==> config.mk <==
export PLATFORM = sky130hd
export DESIGN_NAME = fir_serial_to_parallel3
export DESIGN_NICKNAME = d
export VERILOG_FILES = /design/src/rtl/fir_serial_to_parallel3.sv
export SDC_FILE = /design/constraint.sdc
export NUM_CORES = 1
export LEC_CHECK = 0
export CORE_UTILIZATION = 28
export DETAILED_ROUTE_END_ITERATION = 10
export SYNTH_ARGS = -nofsm -noshare
export SYNTH_HDL_FRONTEND = slang
export SYNTH_SLANG_ARGS = --single-unit
==> constraint.sdc <==
create_clock -name clk -period 3.6 [get_ports clk]
set_input_delay 1.08 -clock clk [delete_from_list [all_inputs] [get_ports clk]]
set_output_delay 1.08 -clock clk [all_outputs]
set_load 0.05 [all_outputs]
==> src/rtl/fir_serial_to_parallel3.sv <==
// Serial-to-3-parallel input packer for the unfolded FIR.
// Collects three valid samples and presents them as one triple with a single-cycle vout.
//
// state | meaning
// ------+------------------------------------------------------------------
// PH0   | next valid sample is lane 0 (x[3k]) and is held in h0
// PH1   | next valid sample is lane 1 (x[3k+1]) and is held in h1
// PH2   | next valid sample is lane 2 (x[3k+2]); the triple is emitted
// PH3   | unreachable; treated exactly like PH0
module fir_serial_to_parallel3 #(
    parameter int NBIT = 8
) (
    input  logic            clk,
    input  logic            rst_n,
    input  logic [NBIT-1:0] din,
    input  logic            vin,
    input  logic            clr,
    output logic [NBIT-1:0] dout3k,
    output logic [NBIT-1:0] dout3k1,
    output logic [NBIT-1:0] dout3k2,
    output logic            vout,
    output logic [1:0]      phase
);

    typedef enum logic [1:0] {
        PH0 = 2'd0,
        PH1 = 2'd1,
        PH2 = 2'd2,
        PH3 = 2'd3
    } phase_t;

    phase_t          phase_q, phase_nxt;
    logic [NBIT-1:0] h0_q, h0_nxt;
    logic [NBIT-1:0] h1_q, h1_nxt;
    logic [NBIT-1:0] d0_q, d0_nxt;
    logic [NBIT-1:0] d1_q, d1_nxt;
    logic [NBIT-1:0] d2_q, d2_nxt;
    logic            vout_q, vout_nxt;

    always_ff @(posedge clk or negedge rst_n) begin
        if (!rst_n) begin
            phase_q <= PH0;
            h0_q    <= '0;
            h1_q    <= '0;
            d0_q    <= '0;
            d1_q    <= '0;
            d2_q    <= '0;
            vout_q  <= 1'b0;
        end else begin
            phase_q <= phase_nxt;
            h0_q    <= h0_nxt;
            h1_q    <= h1_nxt;
            d0_q    <= d0_nxt;
            d1_q    <= d1_nxt;
            d2_q    <= d2_nxt;
            vout_q  <= vout_nxt;
        end
    end

    always_comb begin
        phase_nxt = phase_q;
        h0_nxt    = h0_q;
        h1_nxt    = h1_q;
        d0_nxt    = d0_q;
        d1_nxt    = d1_q;
        d2_nxt    = d2_q;
        vout_nxt  = 1'b0;

        if (clr) begin
            // Realign drops the partial group; a sample arriving with clr starts the new one.
            h1_nxt = '0;
            if (vin) begin
                h0_nxt    = din;
                phase_nxt = PH1;
            end else begin
                h0_nxt    = '0;
                phase_nxt = PH0;
            end
        end else if (vin) begin
            case (phase_q)
                PH1: begin
                    h1_nxt    = din;
                    phase_nxt = PH2;
                end
                PH2: begin
                    d0_nxt    = h0_q;
                    d1_nxt    = h1_q;
                    d2_nxt    = din;
                    vout_nxt  = 1'b1;
                    phase_nxt = PH0;
                end
                default: begin
                    h0_nxt    = din;
                    phase_nxt = PH1;
                end
            endcase
        end
    end

    assign dout3k  = d0_q;
    assign dout3k1 = d1_q;
    assign dout3k2 = d2_q;
    assign vout    = vout_q;
    assign phase   = phase_q;

endmodule

==> flow_summary.toml <==
[die]
io_pins = 39
die_y_um = 82.30
placeableCoreArea_mm2 = 0.006061
placementRows = 28
initial_core_util_pct = 29.79
design.die.area_mm2 = 0.006773
die_width_um = 82.30

[yosys]
synth_top_cell_area_share_pct = 59.60
synth_top_cells_by_count = "dfrtp_1 (43), mux2_4 (19), a21oi_1 (9)"
combinational_family_with_the_most_area_after_synthesis = "multiplexers"
post_synth_xor_area_fraction_pct = 0
multiplexer_share_of_the_synthesized_area_pct = 19.47
synth_simple_gate_area_share_pct = 3.534
synth-compound-area-share_pct = 11.92
gate_count_post_synth = 119
postSynthAreaPerCell_um2 = 15.17
synth_area_mm2 = 0.001805
synth.most_common_cell = "dfrtp_1"
synth_edf_count = 0
synth_top_cell_by_area = "dfrtp_1"
yosysWarningCount = 0
ys_top_cells_by_area = "dfrtp_1 (60%), mux2_4 (16%), a21bo_2 (4.4%)"
synth.net_count = 134
synth-seq-cells = 43
synth_top_flop_cell = "dfrtp_1"
yosysSeqAreaShare_pct = 59.60
async_flop_share_pct = 100.0
synthAdderAreaFrac_pct = 2.079
synth_cell_types = 19

[clock_tree]
number_of_clock_buffers_inserted_by_tritoncts = 5
cts.path.max_buffers = 2
clockRootBuffer = "clkbuf_8"
clock_latency_ns = 0.29
cts_post_setup_buffers_inserted = 0
clkSinkCount = 43
cts.hold.buffers_added = 0
cts.repair.resized = 0
post_cts_clock_slew_at_the_launch_and_capture_registers_of_the_worst_setup_and_hold_paths_ns = 0.08
cts.htree.levels = 2
tritoncts_clock_tree = "yes"

[timing]
hold_slack_ns = 0.5013
period_share_pct = 72.37
setup_ws_ns = 0.9948
setup_total_negative_slack_ns = 0
finalCriticalPeriod_ns = 2.605
setup-violations-final = 0
slew_violations = 0
tightestPinTransition_ns = 0.9321
finalClockSkew_ns = 0.006091
fmaxAchievable_mhz = 383.8
rsz_0062_raised_after_global_routing = "no"
hold_viol_final = 0
slew_headroom_pct = 37.86

[critical_path]
critPathBufInv = 1
startpoint_type = "flip-flop"
cp_cell_sequence = "clkdlybuf4s50_1"
worstSetupEndpointType = "primary output"
timing.critical_path.max_delay_family = "buffers and inverters"
cp_max_fo = 4
master_of_the_slowest_instance_on_the_critical_path = "clkdlybuf4s50_1"
cp_slowest_stage_delay_ns = 0.82
required_ns = 2.52
cp.arrival_ns = 1.53
worst_path_class_setup = "reg2out"

[power]
clock_power_share_pct = 20.6
p_per_area_mw_per_mm2 = 614.7
cellLeakagePower_nw = 1.115
cell_internal_pwr_mw = 0.9041
p_seq_share_pct = 42.8
peakVddDrop_v = 0.0003550
p_sw_share_pct = 36.42
switching_power_mw = 0.5179
p_comb_share_pct = 36.5

[flow_run]
timing.max_cap.violations = 0

[placement]
io_buffers = 38
globalplace.congestion = 0.7659
place_ws_ns = 0.6886
hpwl_mm = 2.335

[final_layout]
multiInputGateArea_um2 = 668.1
final_net_count = 173
layout.filler_cells = 571
final_layout_size_suffix_gt1_share_pct = 25.79
antenna_cells = 0
seq_area_mm2 = 0.001076
area_growth_from_synthesis_to_layout_pct = 28.14

[detailed_routing]
routed_wl_mm = 3.478
route.top_layer_used = "met4"
drt-wirelength-per-cell_um = 14.86
num_vias = 1096
routed-wl-met3_um = 195
dr.first_iter.drc_count = 37
antenna_violating_nets_post_route = 0
firstDrtPassIters = 4
viasPerCell = 4.684
route.detailed.drc = 0
route.layer.met1.wl_mm = 1.671
met2WireLength_mm = 1.567

[global_route]
grt_first_pass_wirelength_mm = 6.009
maximum_number_of_pins_on_one_net_before_global_route_repair = 44
antenna_found_initial = 0
grt.overflow.total = 0
total_routing_usage_reported_by_global_routing_pct = 11.99
number_of_global_route_vias_before_repair = 1202

[min_path]
hp-class = "reg2reg"

[status]
status = "complete, no violations"
registers in the layout (all words and copies together), names as in the netlist:
| name | count |
|---|---|
| dout3k | 8 |
| dout3k1 | 8 |
| dout3k2 | 8 |
| h0_q | 8 |
| h1_q | 8 |
| phase | 2 |
| vout | 1 |
logic make-up after synthesis:
| logic type | after synthesis |
|---|---|
| AOI/OAI and AO/OA | 28 |
| adders and majority gates | 3 |
| buffers and inverters | 10 |
| DFF | 43 |
| muxes | 25 |
| and+or+nand+nor | 10 |
routing by layer:
| metal | vias to the layer above | track usage (%) |
|---|---|---|
| li1 | 506 | - |
| met1 | 547 | 16.23 |
| met2 | 38 | 18.18 |
| met3 | 5 | 3.187 |
| met4 | 0 | 4.737 |
| met5 | - | 0 |
stage by stage:
| stage | utilization, % | power (mW) | area, um^2 | instances |
|---|---|---|---|---|
| after floorplan | - | 0.9594 | 1805 | 119 |
| after global placement | 36.83 | 1.134 | 2232 | 226 |
| after detailed placement | 36.83 | 1.140 | 2232 | 226 |
| final | 38.17 | 1.422 | 2313 | 234 |
| after CTS | 38.17 | 1.436 | 2313 | 234 |
| after global routing | 38.17 | 1.489 | 2313 | 234 |
power groups by stage:
stage / Clock (mW) / Combinational (mW) / Sequential [mW]
finish: 0.293 / 0.520 / 0.609
global route: 0.323 / 0.545 / 0.621
CTS: 0.302 / 0.524 / 0.610
detailed placement: 0 / 0.523 / 0.617
global placement: 0 / 0.517 / 0.617
floorplan: 0 / 0.129 / 0.830
final cells by class:
class	count	share of cell area, %
Clock inverter	1	0.2163
Multi-Input combinational cell	66	28.88
Sequential cell	43	46.51
Tap cell	75	4.056
Timing Repair Buffer	39	16.55
Clock buffer	7	3.299
Inverter	3	0.4867
cell usage in the layout (no fill, tap or decap):
master,count
clkinv_2,1
a21oi_1,9
buf_4,1
mux2_2,5
buf_2,1
mux2_4,19
nand3b_4,1
a22o_1,8
clkbuf_8,5
o21ai_0,1
mux2i_1,1
o21a_1,1
clkbuf_1,2
dfrtp_1,43
clkdlybuf4s50_1,37
o31ai_1,1
nor2_1,1
nand3_1,8
inv_1,3
a21bo_2,8
ha_1,3
path summary, 6_finish.rpt:
kind                                from    endpoint  slack, ns  depth (start not counted)
max in group asynchronous          rst_n   dout3k[0]       2.10                          1
worst min register to register   h1_q[3]  dout3k1[3]       0.50                          1
worst max register to register  phase[0]     h0_q[1]       1.92                          4
min in group asynchronous          rst_n    phase[0]       0.92                          1
worst max-delay path            phase[0]    phase[0]       0.99                          1
worst min-delay path             h1_q[3]  dout3k1[3]       0.50                          1
No activity file was read; power rests on OpenSTA's default activity.
